<file path="src/rtl/controlador_irrigacao.sv">
// rtl/controlador_irrigacao.sv - irrigation sequencer: mode select, cronometro reload, rest pause, tank fill with timeout
module controlador_irrigacao #(
    parameter int unsigned TEMPO_ENCHIMENTO = 60,
    parameter int unsigned TEMPO_PAUSA      = 10,
    parameter logic [2:0]  NIVEL_MINIMO     = 3'b001
) (
    input  logic       clock,
    input  logic       reset,
    input  logic       umSegundo,
    input  logic       hab,
    input  logic [1:0] sensorUmidade,
    input  logic [2:0] nivelDagua,
    input  logic       tempoZerado,
    output logic       aspersao,
    output logic       gotejamento,
    output logic       valvulaEntrada,
    output logic       alarme,
    output logic [2:0] estado
);

    typedef enum logic [2:0] {
        OCIOSO    = 3'b000,
        CARGA     = 3'b001,
        IRRIGANDO = 3'b010,
        ENCHENDO  = 3'b011,
        PAUSA     = 3'b100,
        FALHA     = 3'b101
    } estadoT;

    // Timeouts fire on the edge that samples the Nth pulse, so compare against N-1.
    localparam logic [7:0] LIMITE_ENCH  = 8'(TEMPO_ENCHIMENTO - 1);
    localparam logic [7:0] LIMITE_PAUSA = 8'(TEMPO_PAUSA - 1);

    estadoT     estadoAtual;
    estadoT     estadoNext;
    logic [1:0] modoReg;
    logic [1:0] modoNext;
    logic [7:0] contador;
    logic       tickVisto;
    logic [2:0] nivelDecod;
    logic       nivelOk;

    // Anything that is not a clean thermometer code is read as an empty tank.
    always_comb begin
        nivelDecod = 3'b000;
        case (nivelDagua)
            3'b001:  nivelDecod = 3'b001;
            3'b011:  nivelDecod = 3'b011;
            3'b111:  nivelDecod = 3'b111;
            default: nivelDecod = 3'b000;
        endcase
    end

    assign nivelOk = (nivelDecod >= NIVEL_MINIMO);

    // modoReg = {aspersao, gotejamento} chosen when leaving OCIOSO.
    always_comb begin
        estadoNext = estadoAtual;
        modoNext   = modoReg;
        case (estadoAtual)
            OCIOSO: begin
                if (hab) begin
                    if (!nivelOk) begin
                        estadoNext = ENCHENDO;
                    end else if (sensorUmidade == 2'b00) begin
                        modoNext   = 2'b10;
                        estadoNext = CARGA;
                    end else if (sensorUmidade == 2'b01) begin
                        modoNext   = 2'b01;
                        estadoNext = CARGA;
                    end
                end
            end
            CARGA: begin
                estadoNext = IRRIGANDO;
            end
            IRRIGANDO: begin
                if (!hab) begin
                    estadoNext = OCIOSO;
                end else if (nivelDecod == 3'b000) begin
                    estadoNext = ENCHENDO;
                end else if (tempoZerado && tickVisto) begin
                    estadoNext = PAUSA;
                end
            end
            ENCHENDO: begin
                if (!hab) begin
                    estadoNext = OCIOSO;
                end else if (nivelDecod == 3'b111) begin
                    estadoNext = PAUSA;
                end else if (umSegundo && (contador == LIMITE_ENCH)) begin
                    estadoNext = FALHA;
                end
            end
            PAUSA: begin
                if (!hab) begin
                    estadoNext = OCIOSO;
                end else if (umSegundo && (contador == LIMITE_PAUSA)) begin
                    estadoNext = OCIOSO;
                end
            end
            FALHA: begin
                if (!hab) begin
                    estadoNext = OCIOSO;
                end
            end
            default: begin
                estadoNext = OCIOSO;
            end
        endcase
    end

    always_ff @(posedge clock or negedge reset) begin
        if (!reset) begin
            estadoAtual <= OCIOSO;
            modoReg     <= 2'b00;
            contador    <= 8'd0;
            tickVisto   <= 1'b0;
        end else begin
            estadoAtual <= estadoNext;
            modoReg     <= modoNext;
            // A pulse on the entry edge belongs to the state being left.
            if (estadoNext != estadoAtual) begin
                contador  <= 8'd0;
                tickVisto <= 1'b0;
            end else if (umSegundo) begin
                if (contador != 8'hFF) begin
                    contador <= contador + 8'd1;
                end
                tickVisto <= 1'b1;
            end
        end
    end

    // Outputs are registered from the next state so they change on the same edge as estado.
    always_ff @(posedge clock or negedge reset) begin
        if (!reset) begin
            aspersao       <= 1'b0;
            gotejamento    <= 1'b0;
            valvulaEntrada <= 1'b0;
            alarme         <= 1'b0;
        end else begin
            aspersao       <= (estadoNext == IRRIGANDO) && modoNext[1];
            gotejamento    <= (estadoNext == IRRIGANDO) && modoNext[0] && !modoNext[1];
            valvulaEntrada <= (estadoNext == ENCHENDO);
            alarme         <= (estadoNext == FALHA);
        end
    end

    assign estado = estadoAtual;

endmodule

</file>
<file path="config.mk">
export PLATFORM = sky130hd
export DESIGN_NAME = controlador_irrigacao
export DESIGN_NICKNAME = d
export VERILOG_FILES = /design/src/rtl/controlador_irrigacao.sv
export SDC_FILE = /design/constraint.sdc
export NUM_CORES = 1
export LEC_CHECK = 0
export ABC_AREA = 1
export ABC_CLOCK_PERIOD_IN_PS = 3100
export CAP_MARGIN = 10
export CORE_AREA = 4 4 68 70
export DETAILED_ROUTE_END_ITERATION = 16
export DIE_AREA = 0 0 72 74
export PLACE_DENSITY = 0.45
export SLEW_MARGIN = 30
export SYNTH_ARGS = -nofsm -noshare
export SYNTH_HDL_FRONTEND = slang
export SYNTH_SLANG_ARGS = --single-unit
</file>
<file path="constraint.sdc">
create_clock -name clock -period 3.1 [get_ports clock]
set_clock_uncertainty 0.2 [all_clocks]
set_input_delay 0.62 -clock clock [delete_from_list [all_inputs] [get_ports clock]]
set_output_delay 0.62 -clock clock [all_outputs]
set_load 0.005 [all_outputs]
</file>
==> results.sh, run 1 <==
export IMPL_synth_area_top_cells="sky130_fd_sc_hd__dfrtp_1 41%, sky130_fd_sc_hd__nand2_1 13%, sky130_fd_sc_hd__inv_1 8.9%, sky130_fd_sc_hd__nor2_1 8.9%, sky130_fd_sc_hd__nand3_1 5.5%"
export IMPL_slowest_stage="sky130_fd_sc_hd__clkdlybuf4s50_1"
export IMPL_simple_logic_cell_fraction_of_the_synthesized_area_pct=36.08
export IMPL_cts_tree="built"
export IMPL_synth_edf_count=0
export IMPL_holdBufCountCts=0
export IMPL_synth_seq_area_share_pct=41.24
export IMPL_ys_ff_latch=18
export IMPL_required_ns=3.04
export IMPL_arrival_ns=2.15
export IMPL_critical_path_max_fanout=9
export IMPL_max_cap_viol_count=0
export IMPL_post_cts_repair_setup_buffers=0
export IMPL_wire_per_inst_um=10.92
export IMPL_synth_xor_xnor_area_share_pct=4.811
export IMPL_core_rowCount=23
export IMPL_clk_pin_slew_ns=0.07
export IMPL_floorplan_core_area_um2=3971
export IMPL_layout_nets=189
export IMPL_timing_hold_worst_class="input pin to async pin"
export IMPL_wire_length_of_the_first_global_routing_pass_um=4236
export IMPL_yosys_area_share_adder_pct=2.291
export IMPL_report_final_hold_viol_count=0
export IMPL_max_clock_freq_mhz=452.1
export IMPL_peakVddDrop_v=0.0002767
export IMPL_synth_largest_area_cell="sky130_fd_sc_hd__dfrtp_1"
export IMPL_end_kind="flip-flop"
export IMPL_stdcell_count=226
export IMPL_preCtsSetupSlack_ns=0.6215
export IMPL_drc=0
export IMPL_floorplan_die_area_um2=5328
export IMPL_gp_congestion=0.7772
export IMPL_final_period_minus_worst_setup_slack_ns=2.212
export IMPL_ctsResizeCount=0
export IMPL_cts_num_sinks=18
export IMPL_ant_nets=0
export IMPL_critical_path_top_cell_by_count="sky130_fd_sc_hd__nor2_1"
export IMPL_postLayoutSetupSlackWorst_ns=0.8881
export IMPL_drt_pre_antenna_iters=4
export IMPL_initial_antenna_violation_count=0
export IMPL_portion_of_netlist_area_occupied_by_mux_cells_pct=0
export IMPL_fin_setup_tns_ns=0
export IMPL_diodes_inserted=0
export IMPL_clk_path_buf_depth=2
export IMPL_clock_root_buffer="sky130_fd_sc_hd__clkbuf_8"
export IMPL_layout_drive_gt1_share_pct=6.818
export IMPL_die_width_um=72
export IMPL_timing_setup_critical_path_class="input pin to flip-flop"
export IMPL_grt_overflow_total=0
export IMPL_start_util_pct=27.50
export IMPL_synthToLayoutAreaGrowth_pct=24.97
export IMPL_outcome="completed"
export IMPL_share_of_the_synthesized_area_in_the_top_cell_type_pct=41.24
export IMPL_placedCellCount=222
export IMPL_htree_levels=1
export IMPL_synth_compound_area_share_pct=6.300
export IMPL_number_of_global_route_vias_before_repair=942
export IMPL_grt_max_degree=19
export IMPL_power_leakage_nw=0.6679
export IMPL_inserted_clock_buffers=3
export IMPL_async_reset_ff_share_pct=100.0
export IMPL_yosys_most_used_dff="sky130_fd_sc_hd__dfrtp_1"
export IMPL_timing_final_crit_share_pct=71.35
export IMPL_detailedRoute_firstIterationViolations=40
export IMPL_combinational_family_with_the_most_area_after_synthesis="simple AND/OR/NAND/NOR gates"
export IMPL_critical_path_max_stage_delay_ns=0.50
export IMPL_grt_setup_unrepaired="false"
export IMPL_synth_net_count=168
export IMPL_syn_inst=156
export IMPL_report_final_setup_viol=0
export IMPL_finalMaxSlewViolations=0
export IMPL_power_per_cell_area_nw_per_um2=622.7
export IMPL_total_power_w=0.0008500
export IMPL_post_synth_top_count_cell="sky130_fd_sc_hd__nand2_1"
export IMPL_syn_mean_instance_area_um2=7.002
export IMPL_pin_count=17
export IMPL_hpwl_um=1917
export IMPL_ys_warns=0
export IMPL_critical_path_cell_chain="clkdlybuf4s50_1 > nand2_1 > nor2_1 > nor2_1 > nor2_1 > nand3_2 > nand2_2 > nand2_1 > nand2_1 > nor2_2 > nand2_2 > nor2_1"
export IMPL_detail_route_vias_per_cell=4.385
export IMPL_relSlewSlack_pct=70.98
export IMPL_global_route_usage_total_pct=10.10
export IMPL_synth_top_cells_by_count="38 x sky130_fd_sc_hd__nand2_1, 26 x sky130_fd_sc_hd__inv_1, 26 x sky130_fd_sc_hd__nor2_1"
export IMPL_timing_critical_path_from_type="input pin"
export IMPL_wirelength_um=2468
export IMPL_die_height_um=74
export IMPL_post_synthesis_cell_type_count=19
export IMPL_slew_worst_pin_ns=0.4319
export IMPL_worstSkewPairLatency_ns=0.25
export IMPL_port_buffers=16
export IMPL_syn_area_um2=1092
export IMPL_num_vias=991
==> through the flow <==
step                utilization, %  area [um2]  hold WS [ns]
floorplan                        -        1092        0.1244
global placement             33.11        1315        0.3000
detailed placement           33.11        1315        0.3201
CTS                          34.50        1370        0.3381
global route                 34.37        1365        0.1139
finish                       34.37        1365       0.08047
==> cells in the final DEF (no fill, tap or decap), drive strengths merged <==
cell type and count:
a21boi 1, a21oi 5, buf 1, clkbuf 4
clkdlybuf4s50 15, dfrtp 18, ha 2, inv 27
nand2 41, nand3 13, nand4 3, nor2 27
nor3 7, o2111ai 1, o21ai 4, o21bai 1
xor2 6
==> metal layers <==
metal  wire [um]  part of all wire (%)  track usage, %
met1        1191                    48           13.52
met2        1180                    48           16.22
met3          96                   3.9           3.243
met4           0                     0           1.879
met5           0                     0               0
==> where the power goes <==
group | internal, W | switching [W]
Clock | 0.000113 | 0.0000813
Combinational | 0.000134 | 0.000187
Sequential | 0.000285 | 0.0000493
==> flip-flops by register name (all words and copies together), names as in the netlist <==
register / count
alarme: 1
aspersao: 1
contador: 8
estado: 3
gotejamento: 1
modoReg: 2
tickVisto: 1
valvulaEntrada: 1
==> path summary, 6_finish.rpt <==
| check | depth (start not counted) | from | end | slack (ns) |
|---|---|---|---|---|
| min in group clock | 2 | modoReg[0] | modoReg[0] | 0.33 |
| worst min register to register | 2 | modoReg[0] | modoReg[0] | 0.33 |
| max in group asynchronous | 1 | reset | estado[0] | 2.32 |
| worst max-delay path | 12 | nivelDagua[0] | contador[6] | 0.89 |
| worst min-delay path | 1 | reset | contador[1] | 0.08 |
| worst max register to register | 9 | contador[0] | contador[6] | 1.12 |
==> worst max-delay path: cells and delay by family <==
kind,cells,cell delay (ns)
buffers and inverters,1,0.50
and+or+nand+nor,11,1.05
==> logic make-up after synthesis <==
family,count (synthesis)
xor gates and xnor gates,6
DFF,18
and+or+nand+nor,91
buffers and inverters,27
AOI/OAI and AO/OA,12
adders and majority gates,2
==> area by class of cell <==
cell class                      count  area [um2]
Fill cell                         446        2606
Multi-Input combinational cell    111       540.5
Sequential cell                    18       450.4
Timing Repair Buffer               16       155.1
Inverter                           27       101.3
Tap cell                           50       62.56
Clock buffer                        4       55.05
No activity file was read; power rests on OpenSTA's default activity.
==> run 2, diff against run 1 <==
ABC_CLOCK_PERIOD_IN_PS = 2310   (was 3100)
clock period = 2.31 ns   (was 3.1 ns; I/O delays follow)
==> run 2 against run 1 <==
Compared with the run above: power increased by 31%; setup slack got worse by 0.58 ns; sequential power increased by 35%; die area unchanged; first-iteration DRC count increased by 15%; final cell count increased by 2.2%; critical path type is now flip-flop to flip-flop; critical endpoint is now contador[7]; largest cell class unchanged.
==> results.sh, run 2 (synthesized netlist as in run 1, its figures left out) <==
export IMPL_outcome="completed"
export IMPL_diodes_inserted=0
export IMPL_most_common_cell_after_layout_fill_and_taps_aside="sky130_fd_sc_hd__nand2_1"
export IMPL_arrival_ns=1.95
export IMPL_flip_flop_count_of_the_largest_register_after_layout=8
export IMPL_wire_per_inst_um=10.99
export IMPL_gp_congestion=0.8287
export IMPL_power_leakage_nw=0.6891
export IMPL_number_of_global_route_vias_before_repair=960
export IMPL_detailedRoute_firstIterationViolations=46
export IMPL_critical_path_max_stage_delay_ns=0.46
export IMPL_clk_path_buf_depth=2
export IMPL_cts_tree="built"
export IMPL_cts_num_sinks=18
export IMPL_power_per_cell_area_nw_per_um2=797.3
export IMPL_final_period_minus_worst_setup_slack_ns=2.004
export IMPL_final_util_pct=35.29
export IMPL_timing_hold_worst_class="flip-flop to flip-flop"
export IMPL_total_power_w=0.001117
export IMPL_peakVddDrop_v=0.0003439
export IMPL_start_util_pct=27.50
export IMPL_floorplan_die_area_um2=5328
export IMPL_required_ns=2.25
export IMPL_crit_buf_inv=1
export IMPL_min_delay_path_depth=2
export IMPL_port_buffers=16
export IMPL_drt_pre_antenna_iters=4
export IMPL_worstSkewPairLatency_ns=0.25
export IMPL_critical_path_top_cell_by_count="sky130_fd_sc_hd__nand3_1"
export IMPL_pin_count=17
export IMPL_synthToLayoutAreaGrowth_pct=28.29
export IMPL_preCtsSetupSlack_ns=0.02925
export IMPL_max_clock_freq_mhz=499.1
export IMPL_end_kind="flip-flop"
export IMPL_finalMaxSlewViolations=0
export IMPL_postLayoutSetupSlackWorst_ns=0.3062
export IMPL_layout_common_cells="38 x sky130_fd_sc_hd__nand2_1, 26 x sky130_fd_sc_hd__inv_1, 26 x sky130_fd_sc_hd__nor2_1, 18 x sky130_fd_sc_hd__dfrtp_1, 16 x sky130_fd_sc_hd__clkdlybuf4s50_1"
export IMPL_detail_route_vias_per_cell=4.368
export IMPL_r2r_worst_path_cells=9
export IMPL_layout_drive_gt1_share_pct=8.840
export IMPL_grt_max_degree=19
export IMPL_critical_path_max_fanout=8
export IMPL_post_cts_repair_setup_buffers=0
export IMPL_timing_final_crit_share_pct=86.74
export IMPL_slowest_stage="sky130_fd_sc_hd__dfrtp_1"
export IMPL_max_cap_viol_count=0
export IMPL_timing_setup_critical_path_class="flip-flop to flip-flop"
export IMPL_initial_antenna_violation_count=0
export IMPL_holdBufCountCts=0
export IMPL_layout_nets=195
export IMPL_core_rowCount=23
export IMPL_inserted_clock_buffers=3
export IMPL_grt_overflow_total=0
export IMPL_largest_register="contador"
export IMPL_timing_critical_path_depth=9
export IMPL_clock_root_buffer="sky130_fd_sc_hd__clkbuf_8"
export IMPL_num_vias=1009
export IMPL_timing_critical_path_from_type="flip-flop"
export IMPL_grt_setup_unrepaired="false"
export IMPL_wirelength_um=2538
export IMPL_final_fill_count=437
export IMPL_ctsResizeCount=0
export IMPL_global_route_usage_total_pct=10.46
export IMPL_hold_ws_ns=0.3297
export IMPL_critical_path_cell_chain="ha_1 > nand3_1 > nor3_1 > nand3_1 > nand2_2 > inv_1 > nand2_1 > xor2_1 > nor2_1"
export IMPL_relSlewSlack_pct=80.76
export IMPL_ant_nets=0
export IMPL_wire_length_of_the_first_global_routing_pass_um=4319
export IMPL_report_final_hold_viol_count=0
export IMPL_slew_worst_pin_ns=0.2860
export IMPL_path_delay_family="simple AND/OR/NAND/NOR gates"
export IMPL_report_final_setup_viol=0
export IMPL_clk_pin_slew_ns=0.07
export IMPL_floorplan_core_area_um2=3971
export IMPL_die_width_um=72
export IMPL_hpwl_um=2062
export IMPL_drc=0
export IMPL_die_height_um=74
export IMPL_htree_levels=1
export IMPL_fin_setup_tns_ns=0
-- run 2: path summary, 6_finish.rpt --
kind / startpoint / end / slack (ns)
worst max-delay path: contador[0] / contador[7] / 0.31
max in group asynchronous: reset / estado[0] / 1.37
worst min-delay path: tickVisto / tickVisto / 0.33
min in group asynchronous: reset / contador[1] / 0.34
worst min register to register: tickVisto / tickVisto / 0.33
worst max register to register: contador[0] / contador[7] / 0.31
-- run 2: power by group --
part	switching [W]	total, W	internal [W]
Combinational	0.000253	0.000448	0.000195
Sequential	0.0000693	0.000453	0.000383
Clock	0.000101	0.000217	0.000116
-- run 2: final cells by class --
cell class                      count  area (um2)  share of cell area [%]
Clock buffer                        3       41.29                   2.946
Timing Repair Buffer               22       205.2                   14.64
Multi-Input combinational cell    111       540.5                   38.57
Inverter                           27       101.3                   7.232
Sequential cell                    18       450.4                   32.14
Tap cell                           50       62.56                   4.464
-- run 2: layer usage --
| metal | up-vias | track usage [%] | share of wire (%) |
|---|---|---|---|
| li1 | 535 | - | - |
| met4 | 0 | 1.879 | 0.55 |
| met2 | 12 | 16.94 | 46 |
| met3 | 2 | 3.108 | 3.5 |
| met1 | 460 | 14.06 | 50 |
| met5 | - | 0 | 0 |
-- run 2: metrics by stage --
| stage | instance area, um2 | instances |
|---|---|---|
| finish | 1401 | 231 |
| global route | 1401 | 231 |
| CTS | 1401 | 231 |
| detailed placement | 1360 | 228 |
| global placement | 1360 | 228 |
| floorplan | 1092 | 156 |
-- run 2: worst register-to-register path, cell delays in order (launching register included) --
cell,delay (ns)
sky130_fd_sc_hd__dfrtp_1,0.46
sky130_fd_sc_hd__ha_1,0.23
sky130_fd_sc_hd__nand3_1,0.10
sky130_fd_sc_hd__nor3_1,0.20
sky130_fd_sc_hd__nand3_1,0.12
sky130_fd_sc_hd__nand2_2,0.17
sky130_fd_sc_hd__inv_1,0.11
sky130_fd_sc_hd__nand2_1,0.08
sky130_fd_sc_hd__xor2_1,0.14
sky130_fd_sc_hd__nor2_1,0.06
